==> config.mk <==
export PLATFORM = sky130hd
export DESIGN_NAME = text_overlay_gen
export DESIGN_NICKNAME = d
export VERILOG_FILES = /design/src/rtl/text_overlay_gen.sv
export SDC_FILE = /design/constraint.sdc
export NUM_CORES = 1
export LEC_CHECK = 0
export CORE_MARGIN = 5
export CORE_UTILIZATION = 30
export DETAILED_ROUTE_END_ITERATION = 6
export PLACE_DENSITY = 0.5
export REMOVE_ABC_BUFFERS = 1
export SLEW_MARGIN = 10
export SYNTH_ARGS = -nofsm -noshare
export SYNTH_HDL_FRONTEND = slang
export SYNTH_SLANG_ARGS = --single-unit
==> constraint.sdc <==
create_clock -name clk -period 5.2 [get_ports clk]
set_clock_uncertainty 0.15 [all_clocks]
set_input_delay 1.56 -clock clk [delete_from_list [all_inputs] [get_ports clk]]
set_output_delay 1.56 -clock clk [all_outputs]
set_load 0.005 [all_outputs]
==> src/rtl/text_overlay_gen.sv <==
// Text overlay generator: renders a fixed string of 5x7 glyphs at a
// programmable position and scale. Characters can appear one by one
// (typewriter) and/or blink. Animation state only moves on frame_start,
// trigger or a mode change, so a frame is never drawn with mixed state.
module text_overlay_gen #(
  parameter int          TEXT_X0       = 249,
  parameter int          TEXT_Y0       = 325,
  parameter int          SCALE_LOG2    = 1,
  parameter int          NUM_CHARS     = 12,
  parameter logic [63:0] MSG           = 64'h0000_9840_7765_4321,
  parameter logic [5:0]  COLOR         = 6'b110110,
  parameter logic [5:0]  TRANSPARENT   = 6'b100001,
  parameter int          REVEAL_FRAMES = 8,
  parameter int          BLINK_FRAMES  = 32
) (
  input  logic       clk,
  input  logic       rst_n,
  input  logic [9:0] x,
  input  logic [9:0] y,
  input  logic       active,
  input  logic       frame_start,
  input  logic [1:0] mode,
  input  logic       trigger,
  output logic [5:0] rgb,
  output logic       done
);

  localparam int S        = 1 << SCALE_LOG2;
  localparam int PITCH    = 6 * S;
  localparam int GLYPH_W  = 5 * S;
  localparam int REGION_W = NUM_CHARS * PITCH - S;
  localparam int REGION_H = 7 * S;

  localparam logic [4:0] NUM5    = 5'(NUM_CHARS);
  localparam logic [7:0] RF_LAST = 8'(REVEAL_FRAMES - 1);
  localparam logic [7:0] BF_LAST = 8'(BLINK_FRAMES - 1);

  // Glyph bitmaps, row 0 in the top 5 bits, MSB of each row is the leftmost pixel.
  localparam logic [34:0] G_W = {5'b10001, 5'b10001, 5'b10001, 5'b10101, 5'b10101, 5'b11011, 5'b10001};
  localparam logic [34:0] G_A = {5'b01110, 5'b10001, 5'b10001, 5'b11111, 5'b10001, 5'b10001, 5'b10001};
  localparam logic [34:0] G_T = {5'b11111, 5'b00100, 5'b00100, 5'b00100, 5'b00100, 5'b00100, 5'b00100};
  localparam logic [34:0] G_E = {5'b11111, 5'b10000, 5'b10000, 5'b11110, 5'b10000, 5'b10000, 5'b11111};
  localparam logic [34:0] G_R = {5'b11110, 5'b10001, 5'b10001, 5'b11110, 5'b10100, 5'b10010, 5'b10001};
  localparam logic [34:0] G_L = {5'b10000, 5'b10000, 5'b10000, 5'b10000, 5'b10000, 5'b10000, 5'b11111};
  localparam logic [34:0] G_O = {5'b01110, 5'b10001, 5'b10001, 5'b10001, 5'b10001, 5'b10001, 5'b01110};
  localparam logic [34:0] G_N = {5'b10001, 5'b11001, 5'b10101, 5'b10101, 5'b10011, 5'b10001, 5'b10001};
  localparam logic [34:0] G_G = {5'b01110, 5'b10001, 5'b10000, 5'b10111, 5'b10001, 5'b10001, 5'b01110};

  function automatic logic [34:0] glyph(input logic [3:0] code);
    case (code)
      4'd1:    glyph = G_W;
      4'd2:    glyph = G_A;
      4'd3:    glyph = G_T;
      4'd4:    glyph = G_E;
      4'd5:    glyph = G_R;
      4'd6:    glyph = G_L;
      4'd7:    glyph = G_O;
      4'd8:    glyph = G_N;
      4'd9:    glyph = G_G;
      default: glyph = 35'd0;  // space and unused codes
    endcase
  endfunction

  typedef enum logic [1:0] {ST_REVEAL, ST_HOLD, ST_BLINK} state_t;

  state_t      r_state;
  logic [7:0]  r_frame_cnt;
  logic [4:0]  r_revealed;
  logic        r_visible;
  logic [1:0]  r_mode;
  logic [5:0]  r_rgb;

  logic [9:0]  w_rel_x;
  logic [9:0]  w_rel_y;
  logic [9:0]  w_col;
  logic [3:0]  w_char;
  logic [3:0]  w_code;
  logic [2:0]  w_gcol;
  logic [2:0]  w_grow;
  logic [34:0] w_glyph;
  logic [4:0]  w_row_bits;
  logic        w_bit;
  logic        w_in_region;
  logic        w_lit;
  logic        w_restart;

  // x left of TEXT_X0 wraps to a large offset and falls outside the region.
  assign w_rel_x     = x - 10'(TEXT_X0);
  assign w_rel_y     = y - 10'(TEXT_Y0);
  assign w_in_region = (w_rel_x < 10'(REGION_W)) && (w_rel_y < 10'(REGION_H));

  // Character cell lookup by comparison against constant cell boundaries
  // (avoids a divider); the last boundary passed gives the index and offset.
  always_comb begin
    w_char = '0;
    w_col  = w_rel_x;
    for (int i = 1; i < NUM_CHARS; i++) begin
      if (w_rel_x >= 10'(i * PITCH)) begin
        w_char = 4'(i);
        w_col  = w_rel_x - 10'(i * PITCH);
      end
    end
  end

  // Glyph bit fetch and lit decision for the current pixel.
  always_comb begin
    w_code     = MSG[4*w_char +: 4];
    w_glyph    = glyph(w_code);
    w_gcol     = 3'(w_col >> SCALE_LOG2);
    w_grow     = 3'(w_rel_y >> SCALE_LOG2);
    w_row_bits = (w_grow < 3'd7) ? w_glyph[34 - 5*w_grow -: 5] : 5'd0;
    w_bit      = (w_gcol < 3'd5) ? w_row_bits[3'd4 - w_gcol] : 1'b0;
    w_lit      = active && w_in_region && (w_col < 10'(GLYPH_W)) && w_bit &&
                 ({1'b0, w_char} < r_revealed) && r_visible;
  end

  // Registered colour output, one cycle behind the pixel coordinates.
  always_ff @(posedge clk or negedge rst_n) begin
    if (!rst_n) r_rgb <= TRANSPARENT;
    else        r_rgb <= w_lit ? COLOR : TRANSPARENT;
  end

  // A trigger or any mode change restarts the animation; it wins over frame_start.
  assign w_restart = trigger || (mode != r_mode);

  // Animation FSM: reveal counter, blink phase, and the restart/forcing rules.
  always_ff @(posedge clk or negedge rst_n) begin
    if (!rst_n) begin
      r_state     <= ST_REVEAL;
      r_frame_cnt <= '0;
      r_revealed  <= '0;
      r_visible   <= 1'b1;
      r_mode      <= 2'd0;
    end else begin
      r_mode <= mode;
      if (w_restart) begin
        r_frame_cnt <= '0;
        r_visible   <= 1'b1;
        case (mode)
          2'd0:    begin r_revealed <= NUM5; r_state <= ST_HOLD;   end
          2'd2:    begin r_revealed <= NUM5; r_state <= ST_BLINK;  end
          default: begin r_revealed <= '0;   r_state <= ST_REVEAL; end
        endcase
      end else if (mode == 2'd0) begin
        // Static mode holds the full string on screen, including straight out of reset.
        r_revealed <= NUM5;
        r_visible  <= 1'b1;
        r_state    <= ST_HOLD;
      end else begin
        if (mode == 2'd2) begin
          r_revealed <= NUM5;
          r_state    <= ST_BLINK;
        end
        if (frame_start) begin
          case (r_state)
            ST_REVEAL: begin
              if (r_frame_cnt == RF_LAST) begin
                r_frame_cnt <= '0;
                if (r_revealed < NUM5) r_revealed <= r_revealed + 5'd1;
                if (r_revealed >= NUM5 - 5'd1) begin
                  r_state <= (mode == 2'd3) ? ST_BLINK : ST_HOLD;
                end
              end else begin
                r_frame_cnt <= r_frame_cnt + 8'd1;
              end
            end
            ST_BLINK: begin
              if (r_frame_cnt == BF_LAST) begin
                r_frame_cnt <= '0;
                r_visible   <= ~r_visible;
              end else begin
                r_frame_cnt <= r_frame_cnt + 8'd1;
              end
            end
            default: ;  // hold: nothing moves
          endcase
        end
      end
    end
  end

  assign rgb  = r_rgb;
  assign done = (r_revealed == NUM5);

endmodule
==> results.sh <==
export IMPL_fin_total_pwr_mw=1.801
export IMPL_critPathMaxStageDelay_ps=540
export IMPL_cts_made_buffers=3
export IMPL_timing_slew_headroom_pct=36.66
export IMPL_wirelength_um=24410
export IMPL_cellLeakagePower_nw=3.626
export IMPL_num_vias=7373
export IMPL_hold_buffers=0
export IMPL_coreArea_mm2=0.01730
export IMPL_synthCells=754
export IMPL_drt_antenna_violating_nets=0
export IMPL_post_route_cells_drive_above_1_share_pct=41.23
export IMPL_rsz0062_at_grt="yes"
export IMPL_synth_top_family_by_area="compound AO/OA/AOI/OAI gates"
export IMPL_grtUsageTotal_pct=23.20
export IMPL_grt_start_max_net_pins=36
export IMPL_area_growth_syn_to_layout_pct=62.39
export IMPL_number_of_flip_flops_and_latches_in_the_synthesized_netlist=20
export IMPL_share_comb_of_total_power_pct=79.2
export IMPL_drv_slew=0
export IMPL_path_delay_family="simple AND/OR/NAND/NOR gates"
export IMPL_place_area_mm2=0.007833
export IMPL_synth_compound_area_share_pct=40.63
export IMPL_yosys_cell_types_count=105
export IMPL_gp_congestion=0.9690
export IMPL_first_global_vias=7430
export IMPL_die_width_um=142.9
export IMPL_worstSetupEndpointType="flip-flop"
export IMPL_final_area_mm2=0.008607
export IMPL_synth_xor_xnor_area_share_pct=5.925
export IMPL_worst_case_clock_buffer_depth=2
export IMPL_timing_worst_setup_path_type="input pin to flip-flop"
export IMPL_timing_final_setup_violations=2
export IMPL_grt_first_pass_wirelength_um=38640
export IMPL_clockRootBuffer="clkbuf_16"
export IMPL_p_switching_mw=0.8292
export IMPL_synthAdderAreaFrac_pct=7.035
export IMPL_synth_seq_area_share_pct=9.490
export IMPL_initial_utilization_pct=30.64
export IMPL_cts_htree_levels=1
export IMPL_max_cap_violations=0
export IMPL_grt_overflow_total=0
export IMPL_placement_rows=48
export IMPL_final_stage_net_count=1111
export IMPL_cts_tree="built"
export IMPL_wl_per_cell_um=19.07
export IMPL_power_per_cell_area_mw_per_mm2=209.2
export IMPL_grt_antenna_before_repair=0
export IMPL_initial_drt_pass_iterations=6
export IMPL_drt_vias_per_instance=5.760
export IMPL_yosys_most_used_dff="dfrtp_1"
export IMPL_ys_warnings_count=0
export IMPL_layout_common_cells="buf_4 (308), nand2_1 (73), nor2_1 (65), o21ai_0 (46), a21oi_1 (38)"
export IMPL_port_buffers=31
export IMPL_cpMaxStageDelayCell="or4_4"
export IMPL_sw_frac_of_total_pct=46.04
export IMPL_pwr_share_clk_pct=11.8
export IMPL_worst_hold_path_type="flip-flop to flip-flop"
export IMPL_first_iter_violations=543
export IMPL_synth_edff_count=0
export IMPL_final_core_utilization_pct=49.76
export IMPL_ff_latch_area_um2=503.0
export IMPL_synth_mux_area_share_pct=0.5902
export IMPL_multi_input_comb_area_mm2=0.004812
export IMPL_route_detailed_drc=0
export IMPL_period_needed_ps=6450
export IMPL_max_freq_mhz=155.0
export IMPL_antenna_cells=0
export IMPL_fin_crit_sh_pct=124.0
export IMPL_worstSetupStartpointType="input pin"
export IMPL_cp_data_required_time_ps=5190
export IMPL_cts_sinks=20
export IMPL_hpwlAfterDp_um=19290
export IMPL_asyncSetResetFlopFracSynth_pct=100.0
export IMPL_timing_final_hold_violations=0
export IMPL_failed_checks="negative setup slack"
export IMPL_io_pins=34
export IMPL_die_area_mm2=0.02042
export IMPL_filler_cell_count_in_the_final_layout=1711
export IMPL_clk_pin_slew_worst_paths_ps=60
export IMPL_worst_skew_pair_late_latency_ps=250
export IMPL_setup_ws_ps=-1250
export IMPL_floorplan_die_height_um=142.9
export IMPL_max_slew_worst_pin_slew_ps=947.2
export IMPL_peakVddDrop_uv=156.6
export IMPL_dp_worst_setup_slack_ps=-2165
export IMPL_layout_cells_most_common="buf_4"
export IMPL_critical_path_max_fanout=5
export IMPL_share_seq_of_total_power_pct=9.0
export IMPL_outcome="complete, but fails checks"
export IMPL_internal_power_mw=0.9717
export IMPL_post_synth_cell_area_avg_um2=7.029
export IMPL_crit_arrival_ps=6440
export IMPL_post_synthesis_cell_area_mm2=0.005300
export IMPL_path_buf_inv=7
export IMPL_post_synth_and_or_nand_nor_area_fraction_pct=28.99
power groups by stage:
stage	Clock (mW)	Combinational (mW)	Sequential (mW)
after global routing	0.224	1.52	0.162
after CTS	0.218	1.35	0.162
after global placement	0	1.29	0.164
after floorplan	0	0.604	0.164
after detailed placement	0	1.28	0.165
final	0.212	1.43	0.162
area by class of cell:
class                   instances  area share (%)
clock buffers                   3          0.8722
clock inverters                 1          0.3489
inverters                      30           1.323
multi-input cells             649           55.91
flip-flops and latches         20           5.844
well taps                     225           3.271
repair buffers                352           32.43
final timing paths:
check                                     from              to  slack, ps  depth (start not counted)
worst max-delay path                      x[1]          rgb[2]      -1250                         26
worst min-delay path            r_frame_cnt[6]  r_frame_cnt[6]        370                          1
worst max register to register   r_revealed[2]          rgb[2]       2100                         11
worst min register to register  r_frame_cnt[6]  r_frame_cnt[6]        370                          1
max in group asynchronous                rst_n      r_state[1]       2640                          1
min in group asynchronous                rst_n   r_revealed[1]       1690                          1
per-stage QoR:
stage                     cells  hold slack [ps]  setup TNS (ps)
after floorplan             699            319.2           -4889
after global placement     1245            347.4           -4454
after detailed placement   1245            351.5           -4287
after CTS                  1270            360.0           -2168
after global routing       1280            392.5           -2649
final                      1280            366.8           -2370
routing by layer:
layer / track usage (%) / vias to the layer above / share of wire [%]
li1: - / 3506 / -
met1: 28.03 / 3433 / 40
met2: 40.73 / 331 / 49
met3: 2.713 / 103 / 5.5
met4: 11.26 / 0 / 5.7
met5: 0 / - / 0
sequential cells by signal, summed over array words and instances (netlist names):
register	flops
r_frame_cnt	8
r_revealed	5
r_mode	2
r_state	2
rgb	2
r_visible	1
kinds of logic (layout without fill, tap and decap cells):
| kind of cell | Yosys count | after routing |
|---|---|---|
| AO/OA/AOI/OAI | 283 | 283 |
| flip-flops | 20 | 20 |
| buffers and inverters | 85 | 386 |
| XOR/XNOR | 35 | 35 |
| other | 2 | 2 |
| adder cells (fa/ha/maj) | 28 | 28 |
| multiplexers | 3 | 3 |
| AND/OR/NAND/NOR | 298 | 298 |
timing repair:
| item | in CTS | in global routing |
|---|---|---|
| resized for setup | 88 | 27 |
| buffers inserted | 21 | 10 |
| endpoints found under the setup margin | 2 | 2 |
| pin swaps | 34 | 25 |
cells in the mapped netlist (5+ instances only):
| cell type | n | area [um2] |
|---|---|---|
| dfrtp_1 | 18 | 450.4 |
| buf_2 | 11 | 55.05 |
| nand3_1 | 27 | 135.1 |
| nor4_1 | 10 | 62.56 |
| or3_1 | 10 | 62.56 |
| nand2_1 | 75 | 281.5 |
| o22ai_1 | 9 | 56.30 |
| o21ai_0 | 52 | 260.3 |
| a21o_1 | 8 | 60.06 |
| clkbuf_1 | 30 | 112.6 |
| nand2b_1 | 10 | 62.56 |
| a22oi_1 | 5 | 37.54 |
| a21oi_1 | 39 | 195.2 |
| inv_1 | 26 | 97.59 |
| o2111ai_1 | 5 | 43.79 |
| a211oi_1 | 14 | 105.1 |
| nor2b_1 | 9 | 56.30 |
| xnor2_1 | 24 | 210.2 |
| o211ai_1 | 19 | 142.6 |
| a32oi_1 | 5 | 43.79 |
| ha_1 | 25 | 312.8 |
| nor3_1 | 27 | 135.1 |
| xor2_1 | 10 | 87.58 |
| a31oi_1 | 19 | 118.9 |
| o311ai_0 | 6 | 52.55 |
| nor2_1 | 67 | 251.5 |
| nand4_1 | 14 | 87.58 |
| and3_1 | 15 | 93.84 |
| buf_4 | 9 | 67.56 |
| o21ai_1 | 5 | 25.02 |
| o31ai_1 | 8 | 60.06 |
No activity file was read; power rests on OpenSTA's default activity.
